**src/rtl/freq_sweep_pkg.sv**
```systemverilog
// Shared types for the frequency sweep controller and its helpers.
package freq_sweep_pkg;

    // Controller phases: waiting for a request, holding a word, completion pulse.
    typedef enum logic [1:0] {
        IDLE  = 2'd0,
        DWELL = 2'd1,
        DONE  = 2'd2
    } sweep_state_e;

    // Sweep direction, decided once when the sweep is accepted.
    typedef enum logic {
        UP   = 1'b0,
        DOWN = 1'b1
    } sweep_dir_e;

endpackage

```
**src/rtl/freq_sweep_ctrl_dwell_timer.sv**
```systemverilog
// Down-counter that measures how long each frequency word is held.
// Loading N makes expire_o assert N cycles later, which gives a hold of N+1 cycles.
module dwell_timer #(
    parameter int DwellWidth = 16
) (
    input  logic                  clk_in,
    input  logic                  rst,
    input  logic                  load_i,
    input  logic [DwellWidth-1:0] load_val_i,
    output logic                  expire_o
);

    logic [DwellWidth-1:0] count_q;

    // Reload on request, otherwise count down and park at zero.
    always_ff @(posedge clk_in or posedge rst) begin
        if (rst) begin
            count_q <= '0;
        end else if (load_i) begin
            count_q <= load_val_i;
        end else if (count_q != '0) begin
            count_q <= count_q - DwellWidth'(1);
        end
    end

    assign expire_o = (count_q == '0);

endmodule

```
**src/rtl/freq_sweep_ctrl.sv**
```systemverilog
// Steps a frequency select word from a start value toward a stop value,
// holding each word for a programmable number of cycles.
module freq_sweep_ctrl
    import freq_sweep_pkg::*;
#(
    parameter int DataWidth  = 8,
    parameter int DwellWidth = 16
) (
    input  logic                  clk_in,
    input  logic                  rst,
    input  logic                  start,
    input  logic                  abort,
    input  logic [DataWidth-1:0]  start_sel,
    input  logic [DataWidth-1:0]  stop_sel,
    input  logic [DataWidth-1:0]  step,
    input  logic [DwellWidth-1:0] dwell,
    output logic [DataWidth-1:0]  freq_sel,
    output logic                  gen_rst,
    output logic                  busy,
    output logic                  sweep_tick,
    output logic                  done
);

    sweep_state_e          state_q, state_d;
    sweep_dir_e            dir_q, dir_d;
    logic [DataWidth-1:0]  freq_q, freq_d;
    logic [DataWidth-1:0]  stop_q, stop_d;
    logic [DataWidth-1:0]  step_q, step_d;
    logic [DwellWidth-1:0] reload_q, reload_d;
    logic                  gen_rst_q, gen_rst_d;
    logic                  tick_q, tick_d;

    logic                  timerLoad;
    logic [DwellWidth-1:0] timerVal;
    logic                  timerExpire;
    logic [DataWidth:0]    sumUp;
    logic [DataWidth:0]    diffDown;
    logic [DataWidth-1:0]  nextFreq;

    dwell_timer #(
        .DwellWidth(DwellWidth)
    ) u_dwell_timer (
        .clk_in    (clk_in),
        .rst       (rst),
        .load_i    (timerLoad),
        .load_val_i(timerVal),
        .expire_o  (timerExpire)
    );

    // Next word toward stop, computed one bit wider so it can be clamped instead of wrapping.
    always_comb begin
        sumUp    = {1'b0, freq_q} + {1'b0, step_q};
        diffDown = {1'b0, freq_q} - {1'b0, step_q};
        nextFreq = stop_q;
        if (step_q != '0) begin
            if (dir_q == UP) begin
                if (sumUp < {1'b0, stop_q}) begin
                    nextFreq = sumUp[DataWidth-1:0];
                end
            end else begin
                if (!diffDown[DataWidth] && (diffDown[DataWidth-1:0] > stop_q)) begin
                    nextFreq = diffDown[DataWidth-1:0];
                end
            end
        end
    end

    // Sequencing: accept a sweep, advance the word when a hold expires, abort from anywhere.
    always_comb begin
        state_d   = state_q;
        dir_d     = dir_q;
        freq_d    = freq_q;
        stop_d    = stop_q;
        step_d    = step_q;
        reload_d  = reload_q;
        gen_rst_d = 1'b0;
        tick_d    = 1'b0;
        timerLoad = 1'b0;
        timerVal  = reload_q;

        case (state_q)
            IDLE: begin
                if (start && !abort) begin
                    state_d   = DWELL;
                    freq_d    = start_sel;
                    stop_d    = stop_sel;
                    step_d    = step;
                    dir_d     = (stop_sel >= start_sel) ? UP : DOWN;
                    reload_d  = (dwell == '0) ? '0 : dwell - DwellWidth'(1);
                    gen_rst_d = 1'b1;
                    timerLoad = 1'b1;
                    timerVal  = reload_d;
                end
            end
            DWELL: begin
                if (timerExpire) begin
                    if (freq_q == stop_q) begin
                        state_d = DONE;
                    end else begin
                        freq_d    = nextFreq;
                        tick_d    = 1'b1;
                        timerLoad = 1'b1;
                    end
                end
            end
            DONE: begin
                state_d = IDLE;
            end
            default: begin
                state_d = IDLE;
            end
        endcase

        if (abort) begin
            state_d   = IDLE;
            freq_d    = freq_q;
            gen_rst_d = 1'b0;
            tick_d    = 1'b0;
            timerLoad = 1'b0;
        end
    end

    // State and datapath registers.
    always_ff @(posedge clk_in or posedge rst) begin
        if (rst) begin
            state_q   <= IDLE;
            dir_q     <= UP;
            freq_q    <= '0;
            stop_q    <= '0;
            step_q    <= '0;
            reload_q  <= '0;
            gen_rst_q <= 1'b0;
            tick_q    <= 1'b0;
        end else begin
            state_q   <= state_d;
            dir_q     <= dir_d;
            freq_q    <= freq_d;
            stop_q    <= stop_d;
            step_q    <= step_d;
            reload_q  <= reload_d;
            gen_rst_q <= gen_rst_d;
            tick_q    <= tick_d;
        end
    end

    assign freq_sel   = freq_q;
    assign gen_rst    = gen_rst_q;
    assign sweep_tick = tick_q;
    assign busy       = (state_q == DWELL);
    assign done       = (state_q == DONE);

endmodule

```
**config.mk**
```make
export PLATFORM = sky130hd
export DESIGN_NAME = freq_sweep_ctrl
export DESIGN_NICKNAME = d
export VERILOG_FILES = /design/src/rtl/freq_sweep_pkg.sv /design/src/rtl/freq_sweep_ctrl_dwell_timer.sv /design/src/rtl/freq_sweep_ctrl.sv
export SDC_FILE = /design/constraint.sdc
export NUM_CORES = 1
export LEC_CHECK = 0
export CORE_ASPECT_RATIO = 1.4
export CORE_MARGIN = 5
export CORE_UTILIZATION = 50
export DETAILED_ROUTE_END_ITERATION = 6
export PLACE_DENSITY = 0.73
export SYNTH_ARGS = -nofsm -noshare
export SYNTH_HDL_FRONTEND = slang
export SYNTH_SLANG_ARGS = --single-unit
```
**constraint.sdc**
```tcl
create_clock -name clk_in -period 6.15 [get_ports clk_in]
set_clock_uncertainty 0.05 [all_clocks]
set_input_delay 1.845 -clock clk_in [delete_from_list [all_inputs] [get_ports clk_in]]
set_output_delay 1.845 -clock clk_in [all_outputs]
set_load 0.01 [all_outputs]
```
Word level (Yosys, flattened, before mapping)
Index checks and enable logic that the tools add are counted.

$add $sub $neg: 4. Order comparisons: 3. Equal/unequal tests: 9. Muxes and demuxes: 28. Bitwise logic cells: 1. Reduce and logical (&&, ||, !) cells: 14.

Operators with widths (count): $mux 16 (5); $mux 8 (7); $logic_not 16->1 (2); $sub 16x1->16 const B (2); $pmux 8 s2 (1); $reduce_bool 16->1 (1); $add 8x8->9 (1); $lt 9x8->1 (1); $mux 1 (9); $sub 8x8->9 (1); $eq 8x8->1 (1); $ge 8x8->1 (1); $gt 8x8->1 (1); $mux 2 (4); $reduce_bool 8->1 (1); $ne 3x2->1 const B (2); $reduce_and 5->1 (1); $ne 2x2->1 const B (2); $pmux 2 s2 (1); $reduce_bool 2->1 (2); $ne 3x3->1 const B (1); $reduce_and 3->1 (1); $eq 2x1->1 const B (1); $eq 2x2->1 const B (1); 7 further kinds (9).

Bits in registers: 61. Output and inout bits: 12. Logic and storage cells: 68.

Longest topological paths before layout
Word-level depth: 9. Gate-level depth with buffers: 15. Depth with buffers taken out: 15.

Cells and area by module
Synthesis repeated with hierarchy kept, for this count alone.

Cell total of the unflattened synthesis: 535. Area, all modules: 4642.0 um^2.

By module, submodules not included: freq_sweep_ctrl (times used 1, cells an instance 427, area an instance 3659.8 um^2, seq. area each 1126.1 um^2); dwell_timer (times used 1, cells an instance 108, area an instance 982.2 um^2, seq. area each 400.4 um^2).

Least setup slack after synthesis
No wires, ideal clock.

Path kind: register to register. Start point: register freq_q[0], in the netlist freq_sel[0]. End point: register freq_q[5], in the netlist freq_sel[5]. Setup time: 136 ps. Data arrival time: 3566 ps. Slack: 2398 ps. Stages on the path, launching flop included: 14. Buffers on the path: 0. Period minus slack after synthesis: 3752 ps. Cells stage by stage: dfrtp_1 > ha_1 > fa_1 > nor2b_1 > o211a_1 > o311a_1 > ha_1 > a211oi_1 > nand2_1 > o221a_2 > or3_1 > or3_1 > o2111ai_1 > o211ai_1.

Word-level cells in the longest chain between the ends: 9.

Ends and longest elaborated chain: from (decl) (RTL line freq_sweep_ctrl.sv:26) `logic [DataWidth-1:0] freq_q, freq_d;`; from (signal assigned) (RTL line freq_sweep_ctrl.sv:137) `freq_q <= freq_d;`; $sub 8x8->9 (RTL line freq_sweep_ctrl.sv:53) `diffDown = {1'b0, freq_q} - {1'b0, step_q};`; $gt 8x8->1 / $logic_not 1->1 (equally long branches) (RTL line freq_sweep_ctrl.sv:61) `if (!diffDown[DataWidth] && (diffDown[DataWidth-1:0] > stop_q)) begin`; $logic_and 1x1->1 (RTL line freq_sweep_ctrl.sv:61); $mux 8 (RTL line freq_sweep_ctrl.sv:61); $mux 8 (RTL line freq_sweep_ctrl.sv:56) `if (dir_q == UP) begin`; $mux 8 (RTL line freq_sweep_ctrl.sv:55) `if (step_q != '0) begin`; $mux 8 (RTL line freq_sweep_ctrl.sv:97) `if (freq_q == stop_q) begin`; $mux 8 (RTL line freq_sweep_ctrl.sv:96) `if (timerExpire) begin`; $pmux 8 s2 (RTL line freq_sweep_ctrl.sv:81) `case (state_q)`.

Several ways; a longest one is shown, not always the timed one. The select of a mux whose other input is x is not followed. A chain may end at the register's enable or synchronous reset.

Worst setup path in the final report
Start point: register freq_q[0], in the netlist freq_sel[0]. End point: register freq_q[7], in the netlist freq_sel[7].

The elaborated chain is that of the path after synthesis.

==> impl_results.md <==
* Top cells by count, synth: nand2_1, dfrtp_1, o21ai_0, ha_1, inv_1
* Setup bufs post-CTS at 0
* Synthesized cell area at 0.00458 mm2
* GPL Wtd Cong at 0.921
* Hold Crit Class: reg2reg
* Port Buffer Count at 55
* RSZ-0062 raised after global routing: no
* Clock power frac at 24.9%
* Post-Route Setup TNS at 0 ps
* Ys async rst share at 100%
* Critical Path Fanout Max at 5
* Required @ worst endpoint at 6330 ps
* Count leader, synth: nand2_1
* Initial core utilization at 51.1%
* Vias per cell at 5.91
* Detailed router's first-iteration violation count at 173
* Inserted Clock Buffers at 9
* Synth top area share at 33.3%
* Number of antenna violations at the first check in global routing at 0
* Sw frac at 40.5%
* Tcrit/Tclk final at 68.5%
* IO Pins at 56
* Share of cells above drive strength 1 at 6.02%
* Hold_buf cts at 0
* Synth cell types at 64
* Synth area leader: dfrtp_1
* Diode count at 0
* Worst-path clk slew at 60 ps
* GRT Util Overall at 22.4%
* CP max-delay cell: nor4_1
* Wire per inst at 17.7 um
* Sequential Power Share at 30.1%
* Final setup viols at 0
* Top FF cell, synth: dfrtp_1
* Worst slew pin tran at 830 ps
* CP endpoint kind: register
* Min Tclk post-route at 4220 ps
* Root buf cell: clkbuf_16
* EDFF count, synth at 0
* Syn Inst Count at 526
* Rows at 41
* PwrDens at 369 mW/mm2
* Detail Placement HPWL at 9420 um
* Latest clock arrival within the worst-skew pair at 340 ps
* Flops & latches, synth at 61
* Vias in the first global route at 4101
* H-tree depth at 3
* Final wirelength at 12200 um
* CP peak stage delay at 610 ps
* Syn_nets at 613
* Critical path startpoint category: register
* First-pass GRT wire length at 19800 um
* Vias at 4065
* Ranking of synthesized cells by area: dfrtp_1, ha_1, nand2_1, xnor2_1, o21ai_0
* Power Total at 2.01 mW
* CTS Sinks at 61
* Pint at 1.20 mW
* Final Slew Violations at 0
* Combinational fraction of design power at 44.9%
* Largest net degree at the start of global routing at 34
* Max clock buf depth at 2
* Post-route ant nets at 0
* TritonCTS clock tree: done
* Ys Warns at 0
* VDD IR-drop max at 0.223 mV
* WP data arrival at 4400 ps
* Nets at 663
* Die W at 90.9 um
* Area growth, synth to finish at 19.0%
* # DRC at 0
* Max Fclk at 0.237 GHz
* Slew margin rel. at 44.7%
* Die Y at 123 um
* Gr ovfl total at 0
* P_sw at 0.815 mW
* Seq/Total Area, Yosys at 33.3%
* Status: finished, final reports clean
* Post-CTS Resized at 0
* Crit path cell chain: ha_1 > fa_1 > nor2b_1 > o211a_1 > o311a_1 > ha_1 > a211oi_1 > nand2_1 > o221a_2 > nor4_1 > a211oi_1 > o41ai_2
* Avg Inst Size Synth at 8.72 um2
* Core area at 0.00898 mm2
* Area of the die at 0.0112 mm2
* Number of max-cap violations at 0
* DR pass1 iterations at 4
* # fillers at 791
* Leak Pwr at 2.36 nW
* Fin. Hold Viols at 0
* CP Class: reg2reg
-- flip-flops by register name (all words and copies together), names as in the netlist --
register,flops
dir_q,1
freq_sel,8
gen_rst,1
reload_q,16
state_q,2
step_q,8
stop_q,8
sweep_tick,1
u_dwell_timer.count_q,16
-- final timing paths --
| kind | from | to | slack (ps) | cells after the start |
|---|---|---|---|---|
| setup / recovery | freq_sel[0] | freq_sel[7] | 1930 | 12 |
| hold / removal | reload_q[2] | reload_q[2] | 440 | 2 |
| setup reg to reg | freq_sel[0] | freq_sel[7] | 1930 | 12 |
| hold reg to reg | reload_q[2] | reload_q[2] | 440 | 2 |
| max in group asynchronous | rst | step_q[7] | 3320 | 3 |
| min in group asynchronous | rst | gen_rst | 1870 | 2 |
-- worst max-delay path: cells and delay by family, from the launching register on --
family                   cells  cell delay [ps]
AND/OR/NAND/NOR              3              900
flip-flops                   1              470
adder cells (fa/ha/maj)      3              980
AO/OA/AOI/OAI                6             1690
-- metal layers --
metal  up-vias  track usage, %  wire length, um
li1       1982               -                -
met1      1957            24.0             4570
met2        93            41.8             6730
met3        33            4.75              491
met4         0            10.5              393
met5         -               0                0
-- cell type report --
| type | instances | area, um2 | share of cell area, % |
|---|---|---|---|
| clock buffer | 10 | 229 | 4.20 |
| clock inverter | 6 | 63.8 | 1.17 |
| inverter | 40 | 158 | 2.89 |
| multi-input combinational | 407 | 2780 | 51.0 |
| sequential | 61 | 1530 | 28.0 |
| tap | 107 | 134 | 2.45 |
| timing repair buffer | 57 | 566 | 10.4 |
-- kinds of logic (layout without fill, tap and decap cells) --
| group | Yosys count | in the layout | share of synthesized area (%) |
|---|---|---|---|
| buffers and inverters | 58 | 113 | 6.06 |
| adders and majority gates | 43 | 43 | 12.1 |
| AOI/OAI and AO/OA | 137 | 137 | 20.0 |
| DFF | 61 | 61 | 33.3 |
| and+or+nand+nor | 184 | 184 | 20.3 |
| xor gates and xnor gates | 42 | 42 | 8.02 |
| muxes | 1 | 1 | 0.218 |
-- cells in the final DEF, fill, tap and decap left out, types with 3 or more instances in the layout --
cell type,instances
nand2_1,65
dfrtp_1,61
clkdlybuf4s50_1,55
o21ai_0,43
ha_1,41
inv_1,38
nor2_1,34
xnor2_1,26
nor3_1,24
a21oi_1,23
xor2_1,16
nor4_1,12
clkbuf_16,9
nand2b_1,8
o211ai_1,8
nor2b_1,7
a211oi_1,7
or3_1,6
o221ai_1,6
o21ai_1,6
a21o_1,5
nand4_1,4
and3_1,4
o31ai_1,4
a21oi_2,4
nand3b_1,3
or4_1,3
nor4b_1,3
o21a_1,3
o31a_1,3
a31oi_1,3
o2111ai_1,3
-- per-stage QoR --
stage | setup WS [ps] | instances | area [um2] | util, % | hold slack, ps
after floorplan | 2400 | 526 | 4580 | - | 408
after global placement | 1770 | 672 | 5160 | 57.5 | 421
after detailed placement | 1670 | 672 | 5160 | 57.5 | 431
after CTS | 1930 | 688 | 5460 | 60.8 | 443
after global routing | 1750 | 688 | 5460 | 60.8 | 464
final | 1930 | 688 | 5460 | 60.8 | 438
-- power by group through the flow --
stage	sequential (mW)	combinational [mW]	clock [mW]
6_report	0.607	0.904	0.502
4_1_cts	0.604	0.901	0.509
3_3_place_gp	0.607	0.867	0
2_1_floorplan	0.581	0.659	0
5_1_grt	0.620	1.01	0.535
3_5_place_dp	0.610	0.887	0
Note: power is estimated with default switching activity, not from simulation.
